==> src/rtl/ysyx_22040127_mem_stage.sv <==
// Memory pipeline stage: holds one instruction from execute, performs its data-memory
// access over a req/rsp port, and hands the formatted result to writeback.
module ysyx_22040127_mem_stage #(
  parameter int EX_TO_MEM_WIDTH = 172,
  parameter int MEM_TO_WB_WIDTH = 102,
  parameter int ADDR_W          = 32
) (
  input  logic                       clk,
  input  logic                       rst,
  input  logic                       ex_to_mem_valid,
  output logic                       mem_allowin,
  input  logic [EX_TO_MEM_WIDTH-1:0] ex_to_mem_bus,
  output logic                       mem_to_wb_valid,
  input  logic                       wb_allowin,
  output logic [MEM_TO_WB_WIDTH-1:0] mem_to_wb_bus,
  output logic                       dmem_req_valid,
  input  logic                       dmem_req_ready,
  output logic                       dmem_req_wen,
  output logic [ADDR_W-1:0]          dmem_req_addr,
  output logic [63:0]                dmem_req_wdata,
  output logic [7:0]                 dmem_req_wmask,
  input  logic                       dmem_rsp_valid,
  input  logic [63:0]                dmem_rsp_rdata,
  output logic [4:0]                 mem_rd,
  output logic                       mem_load_pending
);

  localparam int JALR_BIT     = 171;
  localparam int MEMWRITE_BIT = 134;
  localparam int MEMREAD_BIT  = 133;

  typedef enum logic [1:0] {
    S_IDLE = 2'd0,
    S_REQ  = 2'd1,
    S_WAIT = 2'd2,
    S_DONE = 2'd3
  } state_t;

  state_t                     state_reg, state_next;
  logic                       mem_valid_reg;
  logic [EX_TO_MEM_WIDTH-1:0] bus_reg;
  logic [63:0]                rdata_reg;

  logic [31:0] pc;
  logic [2:0]  memop;
  logic        reg_wen, memwrite, memread;
  logic [4:0]  rd;
  logic [63:0] alu_out, wdata;
  logic        unused_jalr;

  assign unused_jalr = bus_reg[JALR_BIT];
  assign pc          = bus_reg[170:139];
  assign memop       = bus_reg[138:136];
  assign reg_wen     = bus_reg[135];
  assign memwrite    = bus_reg[MEMWRITE_BIT];
  assign memread     = bus_reg[MEMREAD_BIT];
  assign rd          = bus_reg[132:128];
  assign alu_out     = bus_reg[127:64];
  assign wdata       = bus_reg[63:0];

  logic       is_mem, in_is_mem, latch, mem_ready_go;
  logic       fsm_done, rsp_capture, in_flight;
  logic [2:0] byte_off;

  assign is_mem    = memread | memwrite;
  assign in_is_mem = ex_to_mem_bus[MEMWRITE_BIT] | ex_to_mem_bus[MEMREAD_BIT];
  assign byte_off  = alu_out[2:0];

  // Handshake: the held instruction may leave and a new one enter in the same cycle.
  assign mem_ready_go    = !is_mem | fsm_done;
  assign mem_allowin     = !mem_valid_reg | (mem_ready_go & wb_allowin);
  assign mem_to_wb_valid = mem_valid_reg & mem_ready_go;
  assign latch           = ex_to_mem_valid & mem_allowin;

  always_ff @(posedge clk or posedge rst) begin
    if (rst) begin
      state_reg     <= S_IDLE;
      mem_valid_reg <= 1'b0;
      bus_reg       <= '0;
      rdata_reg     <= '0;
    end else begin
      state_reg <= state_next;
      if (mem_allowin) mem_valid_reg <= ex_to_mem_valid;
      if (latch) bus_reg <= ex_to_mem_bus;
      if (rsp_capture) rdata_reg <= dmem_rsp_rdata;
    end
  end

  always_comb begin
    state_next = state_reg;
    case (state_reg)
      S_REQ:   if (dmem_req_ready) state_next = S_WAIT;
      S_WAIT:  if (dmem_rsp_valid) state_next = S_DONE;
      default: state_next = state_reg;
    endcase
    // Whenever the stage turns over, the incoming instruction decides where the FSM restarts.
    if (mem_allowin) state_next = (latch & in_is_mem) ? S_REQ : S_IDLE;
  end

  always_comb begin
    dmem_req_valid = 1'b0;
    rsp_capture    = 1'b0;
    fsm_done       = 1'b0;
    in_flight      = 1'b0;
    case (state_reg)
      S_REQ: begin
        dmem_req_valid = 1'b1;
        in_flight      = 1'b1;
      end
      S_WAIT: begin
        rsp_capture = dmem_rsp_valid;
        in_flight   = 1'b1;
      end
      S_DONE:  fsm_done = 1'b1;
      default: fsm_done = 1'b0;
    endcase
  end

  logic [3:0] size_bytes;
  always_comb begin
    case (memop[1:0])
      2'b00:   size_bytes = 4'd1;
      2'b01:   size_bytes = 4'd2;
      2'b10:   size_bytes = 4'd4;
      default: size_bytes = 4'd8;
    endcase
  end

  assign dmem_req_wen   = memwrite;
  assign dmem_req_addr  = {alu_out[ADDR_W-1:3], 3'b000};
  assign dmem_req_wdata = wdata << {byte_off, 3'b000};

  // Lanes past byte 7 are simply dropped: misaligned accesses are issued as-is.
  genvar gi;
  generate
    for (gi = 0; gi < 8; gi++) begin : g_lane
      localparam logic [3:0] LANE = 4'(gi);
      assign dmem_req_wmask[gi] = memwrite
                                  && (LANE >= {1'b0, byte_off})
                                  && (LANE < ({1'b0, byte_off} + size_bytes));
    end
  endgenerate

  logic [63:0] load_shifted, load_value, result;
  assign load_shifted = rdata_reg >> {byte_off, 3'b000};

  always_comb begin
    load_value = '0;
    case (memop)
      3'b000:  load_value = {{56{load_shifted[7]}}, load_shifted[7:0]};
      3'b001:  load_value = {{48{load_shifted[15]}}, load_shifted[15:0]};
      3'b010:  load_value = {{32{load_shifted[31]}}, load_shifted[31:0]};
      3'b011:  load_value = load_shifted;
      3'b100:  load_value = {56'd0, load_shifted[7:0]};
      3'b101:  load_value = {48'd0, load_shifted[15:0]};
      3'b110:  load_value = {32'd0, load_shifted[31:0]};
      default: load_value = '0;
    endcase
  end

  logic wen_out;
  assign result           = memread ? load_value : alu_out;
  assign wen_out          = reg_wen & ~memwrite;
  assign mem_to_wb_bus    = {pc, wen_out, rd, result};
  assign mem_rd           = (mem_valid_reg & wen_out) ? rd : 5'd0;
  assign mem_load_pending = mem_valid_reg & memread & in_flight;

endmodule

==> config.mk <==
export PLATFORM = sky130hd
export DESIGN_NAME = ysyx_22040127_mem_stage
export DESIGN_NICKNAME = d
export VERILOG_FILES = /design/src/rtl/ysyx_22040127_mem_stage.sv
export SDC_FILE = /design/constraint.sdc
export NUM_CORES = 1
export LEC_CHECK = 0
export ABC_AREA = 1
export CORE_AREA = 2 2 176 178
export CTS_CLUSTER_DIAMETER = 40
export DETAILED_ROUTE_END_ITERATION = 10
export DIE_AREA = 0 0 178 180
export PLACE_DENSITY = 0.87
export SYNTH_ARGS = -nofsm -noshare
export SYNTH_HDL_FRONTEND = slang
export SYNTH_SLANG_ARGS = --single-unit
export TNS_END_PERCENT = 5
==> constraint.sdc <==
create_clock -name clk -period 21.9 [get_ports clk]
set_input_delay 3.285 -clock clk [delete_from_list [all_inputs] [get_ports clk]]
set_output_delay 3.285 -clock clk [all_outputs]
set_load 0.1 [all_outputs]
==> flow_summary.toml <==
[setup_path]
cp.required_ns = 18.62
arrival_ns = 5.47
ff2ff_path_depth = 8
critPathLaunchType = "register"
crit_type = "reg -> out"
path_max_fanout = 83
r2r_start = "bus_reg[133]"
r2r_setup_slack_ns = 18.28
worstSetupStartpoint = "bus_reg[64]"
cp-endpoint = "mem_to_wb_bus[47]"
rr_endpoint = "bus_reg[156]"
crit_path_end_kind = "output pin"

[global_routing]
grt_first_pass_wirelength_mm = 83.8
overflow = 0
grt_max_degree = 133
grt_pass1_vias = 14600
antenna_found_initial = 8
track_usage = 0.339

[drt]
ant_nets = 0
avgViaCountPerCell = 5.48
drc_errors = 0
num_vias = 15300
drt_first_pass_iters = 8
drt_iter0_drc = 1731
wl_per_cell_um = 19.8
wl_mm = 55.1

[clocking]
cts_tree = "yes"
htree_levels = 2
cts_hold_buffers = 0
clock_sinks = 238
cts_root_buf = "clkbuf_16"
clk_path_buf_depth = 3
post_cts_resized = 0
clkLatencyLatePin_ns = 0.53
postCtsSetupRepairBufs = 0
path_clk_slew_ns = 0.05
cts_buffers = 41

[floorplanning]
core-area_um2 = 30200
io_pins = 458
fp.dieW_um = 178
fp.dieH_um = 180
start_util = 0.473
die_area_um2 = 32000
rows = 64

[placement]
routabilityCongestion = 0.999
dpl_worst_slack_ns = 13.41
portBuffers = 453
dp_hpwl_mm = 39.8

[sta]
worstMarginPinSlew_ns = 1.16
hold_violations = 0
finalCritPeriodShare = 0.400
slew_headroom = 0.226
tns_ns = 0
fin_crit_ns = 8.76
setup_viol = 0
finalMaxSlewViolations = 0
setup_ws_ns = 13.14
max_freq_mhz = 114
fin_skew_ns = 0.0191
rsz0062_at_grt = "false"

[layout]
final_common_cell = "nand2_1"
nets = 2599
final_cell_mix = "nand2_1 (885), clkdlybuf4s50_1 (452), dfrtp_1 (234)"
fin_util = 0.652
largest_reg_flops = 171
syn2layout_area_growth_pct = 38.0
drive_gt1_frac = 0.0592

[synth]
synth_seq_cells = 238
synth_top_area_frac = 0.417
syn_area_um2 = 14300
yosysSeqAreaShare = 0.417
ys_top_cells_by_area = "dfrtp_1 (42%), nand2_1 (23%), o21ai_0 (7.0%), buf_4 (3.9%), inv_1 (3.3%)"
syn_avg_cell_area_um2 = 7.00
ys_types = 32
yosys_warnings = 0
yosysTopAreaCell = "dfrtp_1"
synth_cells = 2039

[min_path]
worstHoldPathType = "reg -> reg"

[status]
status = "complete, no violations"

[flow_run]
cap_violations = 0
==> layer usage <==
layer	track usage	share of wire	wire (µm)
met1	0.470	0.40	22100
met4	0.150	0.043	2360
met5	0	0	0
met3	0.0641	0.11	5930
met2	0.516	0.45	24600
==> stage by stage <==
stage                     hold slack (ns)  std cells  cell area, µm²
after floorplan                     0.437       2041           14300
after global placement              0.454       2703           18300
after detailed placement            0.458       2703           18300
after CTS                           0.468       2777           19700
after global routing                0.495       2785           19700
final                               0.469       2785           19700
==> critical path, cell delays in order (launching register included) <==
cell and delay [ns]:
dfrtp_4 0.75, inv_2 0.67, buf_4 0.64, nand2_1 0.10
nand2_1 0.10, nand2_1 0.06, nand3_1 0.23, nand2_1 0.65
nand4_1 0.35, nand2_1 0.10, nand2_1 0.11, clkdlybuf4s50_1 1.14
==> cell type report <==
class,count,area (µm²)
diodes,8,20.0
clock buffers,51,1130
clock inverters,23,277
fillers,2586,10500
inverters,127,485
multi-input cells,1468,6630
flip-flops and latches,238,5960
well taps,396,495
repair buffers,474,4690
==> cells in the mapped netlist, drive strengths merged <==
cell type and number:
mux2 37, o22ai 4, o21bai 1, nand2 886, o211ai 28, inv 127, nor2 111, fa 1
xnor2 1, nand4 45, o221ai 6, a32oi 3, and2 1, clkbuf 38, o311ai 5, o21ai 203
xor2 1, ha 6, dfrtp 238, nor3 4, nand3 66, a21oi 56, buf 170, conb 1
==> worst min-delay path by stage <==
stage                      start            to  cells after the start
floorplan            bus_reg[57]   bus_reg[57]                      2
global placement    bus_reg[151]  bus_reg[151]                      2
detailed placement  bus_reg[150]  bus_reg[150]                      2
CTS                 bus_reg[164]  bus_reg[164]                      2
global route        bus_reg[168]  bus_reg[168]                      2
finish              bus_reg[164]  bus_reg[164]                      2
==> cells by family (layout without fill, tap and decap cells) <==
family,Yosys count,count (layout),share of synthesized area
and+or+nand+nor,1113,1113,0.309
buffers and inverters,335,675,0.120
AOI/OAI and AO/OA,306,306,0.116
DFF,238,238,0.417
muxes,37,37,0.0292
adders and majority gates,7,7,0.00666
xor gates and xnor gates,2,2,0.00123
other,1,11,0.000263
Power is left out: the tool's default activity adds up to more than one toggle a clock period on the data nets, which glitch-free logic cannot reach.
